### src/rtl/fetch_mem_arbiter.sv
// fetch_mem_arbiter: shares one single-port instruction/data memory between
// the fetch stage and the load/store path. Grants one access per eligible
// cycle, tracks the fixed read latency, and steers the read data back to the
// requester that owns the access. A fetch response killed by a redirect or
// flush is dropped. fetch_stall tells the hazard unit when fetch cannot advance.
//
// Optional build macro ARB_PERF_CNT_EN adds two 32-bit performance counters
// (perf_conflict_cnt, perf_stall_cnt). Without it, those ports do not exist.
//
// MEM_LAT must be in 1..4; the latency counter is 3 bits wide.
module fetch_mem_arbiter #(
    parameter int ADDR_W     = 64,
    parameter int DATA_W     = 32,
    parameter int MEM_LAT    = 2,
    parameter int STARVE_MAX = 4
) (
    input  logic                clk,
    input  logic                rst,
    // fetch requester
    input  logic                if_req,
    input  logic [ADDR_W-1:0]   if_addr,
    input  logic                if_kill,
    output logic                if_gnt,
    output logic                if_rvalid,
    output logic [DATA_W-1:0]   if_rdata,
    // load/store requester
    input  logic                dm_req,
    input  logic                dm_we,
    input  logic [ADDR_W-1:0]   dm_addr,
    input  logic [DATA_W-1:0]   dm_wdata,
    input  logic [DATA_W/8-1:0] dm_be,
    output logic                dm_gnt,
    output logic                dm_rvalid,
    output logic [DATA_W-1:0]   dm_rdata,
    // shared memory port
    output logic                mem_en,
    output logic                mem_we,
    output logic [ADDR_W-1:0]   mem_addr,
    output logic [DATA_W-1:0]   mem_wdata,
    output logic [DATA_W/8-1:0] mem_be,
    input  logic [DATA_W-1:0]   mem_rdata,
    // hazard unit
    output logic                fetch_stall
`ifdef ARB_PERF_CNT_EN
    ,
    output logic [31:0]         perf_conflict_cnt,
    output logic [31:0]         perf_stall_cnt
`endif
);

    localparam int BE_W  = DATA_W / 8;
    localparam int CNT_W = 3;
    localparam int STV_W = $clog2(STARVE_MAX + 1);

    typedef enum logic {
        IDLE = 1'b0,
        WAIT = 1'b1
    } state_t;

    state_t             state;
    logic [CNT_W-1:0]   cnt;
    logic [STV_W-1:0]   starve_cnt;
    logic               kill_flag;
    logic               owner_dm;   // 1: read in flight belongs to dm, 0: to fetch

    logic active;
    logic resp_cycle;
    logic grant_ok;
    logic starved;
    logic fetch_ok;
    logic fetch_win;
    logic dm_win;
    logic read_gnt;

    // Arbitration decision for the current cycle.
    always_comb begin
        // Every output is forced low while reset is held, even with requests up.
        active     = !rst;
        resp_cycle = (state == WAIT) && (cnt == CNT_W'(MEM_LAT));
        // The response cycle can also launch the next access, so reads issue
        // back to back at one per MEM_LAT cycles.
        grant_ok   = (state == IDLE) || resp_cycle;
        starved    = (starve_cnt == STV_W'(STARVE_MAX));
        // A fetch that is being killed this cycle is never accepted.
        fetch_ok   = if_req && !if_kill;
        fetch_win  = active && grant_ok && fetch_ok && (!dm_req || starved);
        dm_win     = active && grant_ok && dm_req && !fetch_win;
        read_gnt   = fetch_win || (dm_win && !dm_we);
    end

    assign if_gnt  = fetch_win;
    assign dm_gnt  = dm_win;
    assign mem_en  = fetch_win || dm_win;
    assign mem_we  = dm_win && dm_we;
    assign mem_addr = dm_win ? dm_addr : (fetch_win ? if_addr : '0);

    // Write data and byte enables come only from the data side; a fetch is
    // a plain read, so its lanes are driven low.
    genvar gi;
    generate
        for (gi = 0; gi < BE_W; gi++) begin : g_lane
            assign mem_wdata[gi*8 +: 8] = dm_win ? dm_wdata[gi*8 +: 8] : 8'h00;
            assign mem_be[gi]           = dm_win && dm_be[gi];
        end
    endgenerate

    // A kill seen in the response cycle itself still suppresses that response.
    assign if_rvalid   = active && resp_cycle && !owner_dm && !kill_flag && !if_kill;
    assign dm_rvalid   = active && resp_cycle && owner_dm;
    assign if_rdata    = if_rvalid ? mem_rdata : '0;
    assign dm_rdata    = dm_rvalid ? mem_rdata : '0;
    assign fetch_stall = active && if_req && !if_rvalid;

    // Read-tracking FSM together with its owner, kill and starvation state.
    always_ff @(posedge clk or posedge rst) begin
        if (rst) begin
            state      <= IDLE;
            cnt        <= '0;
            starve_cnt <= '0;
            kill_flag  <= 1'b0;
            owner_dm   <= 1'b0;
        end else begin
            // The kill flag belongs to the fetch currently in flight and is
            // retired together with its response.
            if (resp_cycle) begin
                kill_flag <= 1'b0;
            end else if ((state == WAIT) && !owner_dm && if_kill) begin
                kill_flag <= 1'b1;
            end

            if (read_gnt) begin
                state    <= WAIT;
                cnt      <= CNT_W'(1);
                owner_dm <= dm_win;
            end else if (resp_cycle) begin
                state    <= IDLE;
                cnt      <= '0;
                owner_dm <= 1'b0;
            end else if (state == WAIT) begin
                cnt <= cnt + CNT_W'(1);
            end

            // Count consecutive fetch losses to dm; any fetch grant resets it.
            if (fetch_win) begin
                starve_cnt <= '0;
            end else if (dm_win && if_req && !starved) begin
                starve_cnt <= starve_cnt + STV_W'(1);
            end
        end
    end

`ifdef ARB_PERF_CNT_EN
    // Free-running, wrapping counts of contended grants and fetch stall cycles.
    always_ff @(posedge clk or posedge rst) begin
        if (rst) begin
            perf_conflict_cnt <= '0;
            perf_stall_cnt    <= '0;
        end else begin
            if (mem_en && if_req && dm_req) begin
                perf_conflict_cnt <= perf_conflict_cnt + 32'd1;
            end
            if (fetch_stall) begin
                perf_stall_cnt <= perf_stall_cnt + 32'd1;
            end
        end
    end
`endif

endmodule

### config.mk
export PLATFORM = sky130hd
export DESIGN_NAME = fetch_mem_arbiter
export DESIGN_NICKNAME = d
export VERILOG_FILES = /design/src/rtl/fetch_mem_arbiter.sv
export SDC_FILE = /design/constraint.sdc
export NUM_CORES = 1
export LEC_CHECK = 0
export ABC_AREA = 1
export CORE_AREA = 2 2 143 145
export DETAILED_ROUTE_END_ITERATION = 8
export DIE_AREA = 0 0 145 147
export PLACE_DENSITY = 0.52
export SETUP_SLACK_MARGIN = 0.02
export SLEW_MARGIN = 20
export SYNTH_ARGS = -nofsm -noshare
export SYNTH_HDL_FRONTEND = slang
export SYNTH_SLANG_ARGS = --single-unit
### constraint.sdc
create_clock -name clk -period 2.81 [get_ports clk]
set_clock_uncertainty 0.2 [all_clocks]
set_input_delay 0.281 -clock clk [delete_from_list [all_inputs] [get_ports clk]]
set_output_delay 0.281 -clock clk [all_outputs]
set_load 0.03 [all_outputs]
# [Word level (Yosys, flattened, before mapping)]
# Cells that the tools add are included.
[op_classes] mux=18 n_bitwise=1 n_reduce_logical=41 add_sub_neg=2 eq_ne=2
[op_table] operator="two-way mux 64 bit" count=2
[op_table] operator="two-way mux 32 bit" count=2
[op_table] operator="two-way mux 8 bit" count=4
[op_table] operator="logical AND 1 bit" count=24
[op_table] operator="two-way mux 3 bit" count=5
[op_table] operator="zero test 1 bit" count=9
[op_table] operator="adder 3 x 1 -> 3 bit, second input constant" count=2
[op_table] operator="nonzero test 2 bit" count=3
[op_table] operator="two-way mux 1 bit" count=5
[op_table] operator="logical OR 1 bit" count=4
[op_table] operator="== test 3 x 2 -> 1 bit, second input constant" count=1
[op_table] operator="== test 3 bit, second input constant" count=1
[op_table] operator="nonzero test 3 bit" count=1
[op_table] operator="NOT 1 bit" count=1
[word_totals] regBits=9 word_cells=69 inputBits=202 output_inout_bits=171

# [Depth between registers and ports, before layout]
[logic_depth] word_depth=12 depth_mapped=10 ltp_nobuf=9

# [Least setup slack after synthesis]
# OpenSTA, ideal clock, no wires.
[synth_timing] path_type="register to output" startpoint="reg cnt[0]" endpoint="out dm_rdata[0]" arrival_ns=2.029 required_ns=2.329 setup_slack_ns=0.300 stages_incl_launch_ff=8 path_buffers=1 cell_sequence="dfrtp_1 inv_1 ha_1 nand4_1 nor2_1 inv_1 clkbuf_1 nor2_1"
[synth_via] elab_chain_len=5
[synth_rtl] item="start, declared" line_no="61" text="logic [CNT_W-1:0] cnt;"
[synth_rtl] item="start signal, assigned" line_no="140" text="cnt <= cnt + CNT_W'(1);"
[synth_rtl] item="== test 3 x 2 -> 1 bit" line_no="79" text="resp_cycle = (state == WAIT) && (cnt == CNT_W'(MEM_LAT));"
[synth_rtl] item="logical AND 1 bit" line_no="79"
[synth_rtl] item="logical AND 1 bit (2 in series)" line_no="109" text="assign dm_rvalid = active && resp_cycle && owner_dm;"
[synth_rtl] item="net dm_rvalid" line_no="33" text="output logic dm_rvalid,"
[synth_rtl] item="two-way mux 32 bit" line_no="111" text="assign dm_rdata = dm_rvalid ? mem_rdata : '0;"
[synth_rtl] item="end, declared" line_no="34" text="output logic [DATA_W-1:0] dm_rdata,"
# The timed path passes the listed nets, and every way through them passes these cells.

# [Worst setup path after layout]
[layout_timing] startpoint="reg cnt[0]" endpoint="out mem_addr[20]"
[layout_via] elab_chain_len=9 elab_cells_between_ends=11 classes_between="eq/ne (1); mux (2); reduce/logical (8)"
[layout_rtl] item="== test 3 x 2 -> 1 bit (*)" line_no="79"
[layout_rtl] item="logical AND 1 bit (*)" line_no="79"
[layout_rtl] item="logical OR 1 bit (*)" line_no="82" text="grant_ok = (state == IDLE) || resp_cycle;"
[layout_rtl] item="logical AND 1 bit (*)" line_no="86, 87"
[layout_rtl] item="logical AND 1 bit (2 in series)" line_no="86" text="fetch_win = active && grant_ok && fetch_ok && (!dm_req || starved);"
[layout_rtl] item="zero test 1 bit" line_no="87" text="dm_win = active && grant_ok && dm_req && !fetch_win;"
[layout_rtl] item="logical AND 1 bit" line_no="87"
[layout_rtl] item="two-way mux 64 bit (*)" line_no="95" text="assign mem_addr = dm_win ? dm_addr : (fetch_win ? if_addr : '0);"
[layout_rtl] item="end, declared" line_no="38" text="output logic [ADDR_W-1:0] mem_addr,"
# Mark *: on every way between the ends. The rest lies on a longest branch, timed or not.

==> metrics <==
Critical Path RT 2.33 ns; post-synthesis cell type count 22; crit path buf inv count 3; global router's overall resource usage 0.114; met2 WL 6840 um; reg-to-reg setup timing slack 0.87 ns; CP startpoint cnt[0]; Metal-1 WL 4870 um; RSZ-0062 raised after global routing true; largest net degree at the start of global routing 66; CTS tree yes; CTS H-tree depth 1; top post-synthesis cells by count 207 x nand2_1, 106 x nor2_1, 81 x inv_1; Worst slew margin 0.759; Post-layout nets 1030; Top Ports 373; Final Hold Fails 0; CP Class flop to output pin; Design Power 2010 uW; 1st-iter DRT viols 116; crit-path max FO 65; CP Capture Type output pin; CTS Root Cell clkbuf_16; Avg WL per Cell 12.0 um; cell area power density 340 mW/mm2; Yosys top cell by area nand2_1; Setup violations, final 0; sequential area share after synthesis 0.109; Post-Syn Nets 665; prevailing post-synth register cell dfrtp_1; vias in the first global route 3804; multi-input logic area 0.00139 mm2; clk sinks 9; DP Area 0.00584 mm2; Critical Path Stages 10; Area growth, synth to finish 186%; setup ws final 0.135 ns; Tcrit/Tclk final 0.952; worst skew pair latency 0.24 ns; WL final 13200 um; min-delay worst type input pin to asynchronous set/reset pin; crit path max-delay cell type dfrtp_1; fin. max-slew vios 0; CTS Buf Count 3; die height 147 um; run status finished clean; Yosys reg bits 9; post-route cell area 0.00592 mm2; TritonRoute pass-1 iters 6; DR top layer met4; Yosys top cell area share 0.375; # resized after CTS 0; initial antenna violation count 1; post-cts hold buffer count 0; Avg Cell Area, Syn 4.51 um2; CP arrival 2.19 ns; maximum vdd drop 204 uV; pre-CTS WS 0.208 ns; Tmin final 2.68 ns; worst r2r dst cnt[2]; Slew @ Worst Pin 0.361 ns; Worst setup endpoint mem_addr[20]; Critical Path, Cell by Cell inv_1, ha_1, nand2_1, nand2_2, nand3_4, nor2_4, buf_12, nand2_1, nand2_1, buf_4; FFs w/ async S/R, synth 1.00; Ys Warns 0; chip width 145 um; DR WL met3 1300 um; Initial Util 0.104; TNS Setup 0 ns; Syn Inst Count 459; post-route ant nets 0; Vias/cell 3.58; max incr delay on CP 0.37 ns; routability congestion estimate 0.753; # diodes 0; Die Area 0.0213 mm2; Register Area 225 um2; first-pass GRT wire length 19800 um; Via Count 3917; fillcell total 2224; Rows 52; Core ar. 0.0198 mm2; total grt overflow 0; share of layout cells above drive strength 1 0.231; max_cap viols 0; critical path's top delay family simple AND/OR/NAND/NOR gates; worst flop-to-flop path startpoint cnt[0]; Reg clk slew, reported paths 0.04 ns; crit path launch type flop; top cells by area, synth nand2_1 38%, nor2_1 19%, inv_1 15%; most used cell, CP nand2_1; number of port buffers 372; clock buffer depth 2; post-CTS setup buffers 0; mapped cell area 0.00207 mm2; Post-synth EDFFs 0; top-count cell post-synth nand2_1; DRC Markers 0; Fmax 374 MHz; DP HPWL 11500 um; R2R cell count 10; leakage power 0.00328 uW
[cells by family after synthesis]
| group | Yosys count | share of synthesized area |
|---|---|---|
| adders and majority gates | 4 | 0.0242 |
| AOI/OAI and AO/OA | 10 | 0.0284 |
| and+or+nand+nor | 327 | 0.614 |
| buffers and inverters | 108 | 0.220 |
| xor gates and xnor gates | 1 | 0.00423 |
| DFF | 9 | 0.109 |
[area by class of cell]
| cell class | count | share of cell area |
|---|---|---|
| flip-flops and latches | 9 | 0.0381 |
| inverters | 84 | 0.0537 |
| multi-input cells | 342 | 0.235 |
| repair buffers | 384 | 0.603 |
| well taps | 270 | 0.0571 |
| clock buffers | 4 | 0.0133 |
[how the worst min path moves through the flow]
stage / to / depth (start not counted) / startpoint / slack, ns
after floorplan: cnt[0] / 1 / rst / -0.04
final: kill_flag / 3 / rst / 0.28
after CTS: kill_flag / 3 / rst / 0.27
after global placement: kill_flag / 2 / kill_flag / 0.30
after detailed placement: kill_flag / 2 / kill_flag / 0.31
after global routing: owner_dm / 3 / rst / 0.30
[per-layer routing]
metal	up-vias	global-route usage
li1	2029	-
met1	1641	0.125
met2	232	0.220
met3	15	0.0342
met4	0	0.0163
met5	-	0
[metrics by stage]
step / hold WS [ns] / utilization / cells
after floorplan: -0.0448 / - / 459
after global placement: 0.297 / 0.294 / 1089
after detailed placement: 0.306 / 0.294 / 1089
after CTS: 0.267 / 0.298 / 1093
after global routing: 0.295 / 0.298 / 1093
final: 0.275 / 0.298 / 1093
[cells in the final DEF (no fill, tap or decap), types with 2 or more instances in the layout]
master and instances:
buf_12 14, o211ai_1 2, inv_1 81, nand4_1 3
inv_2 2, nand3_1 5, nor3_1 2, nand2_1 207
ha_1 4, clkdlybuf4s50_1 204, nor2_1 106, dfrtp_1 9
buf_4 166, clkbuf_16 3, a21oi_1 2, o21ai_0 5
[worst register-to-register path, stage by stage (launching register included)]
cell and delay (ns):
dfrtp_1 0.37, inv_1 0.10, ha_1 0.22, nand2_1 0.10, nand2_2 0.12, nand3_4 0.11
nor2_4 0.18, buf_4 0.16, nand2_1 0.11, nand2_1 0.12, nor2_1 0.04
[flip-flops by register name, indices dropped and copies added (netlist names)]
| signal | flops |
|---|---|
| owner_dm | 1 |
| starve_cnt | 3 |
| state | 1 |
| kill_flag | 1 |
| cnt | 3 |
[where the power goes]
part           total [uW]  internal [uW]  switching, uW
Clock                 255            190           64.7
Sequential            241            190           50.7
Combinational        1510            672            842
(Power assumes the default switching activity.)
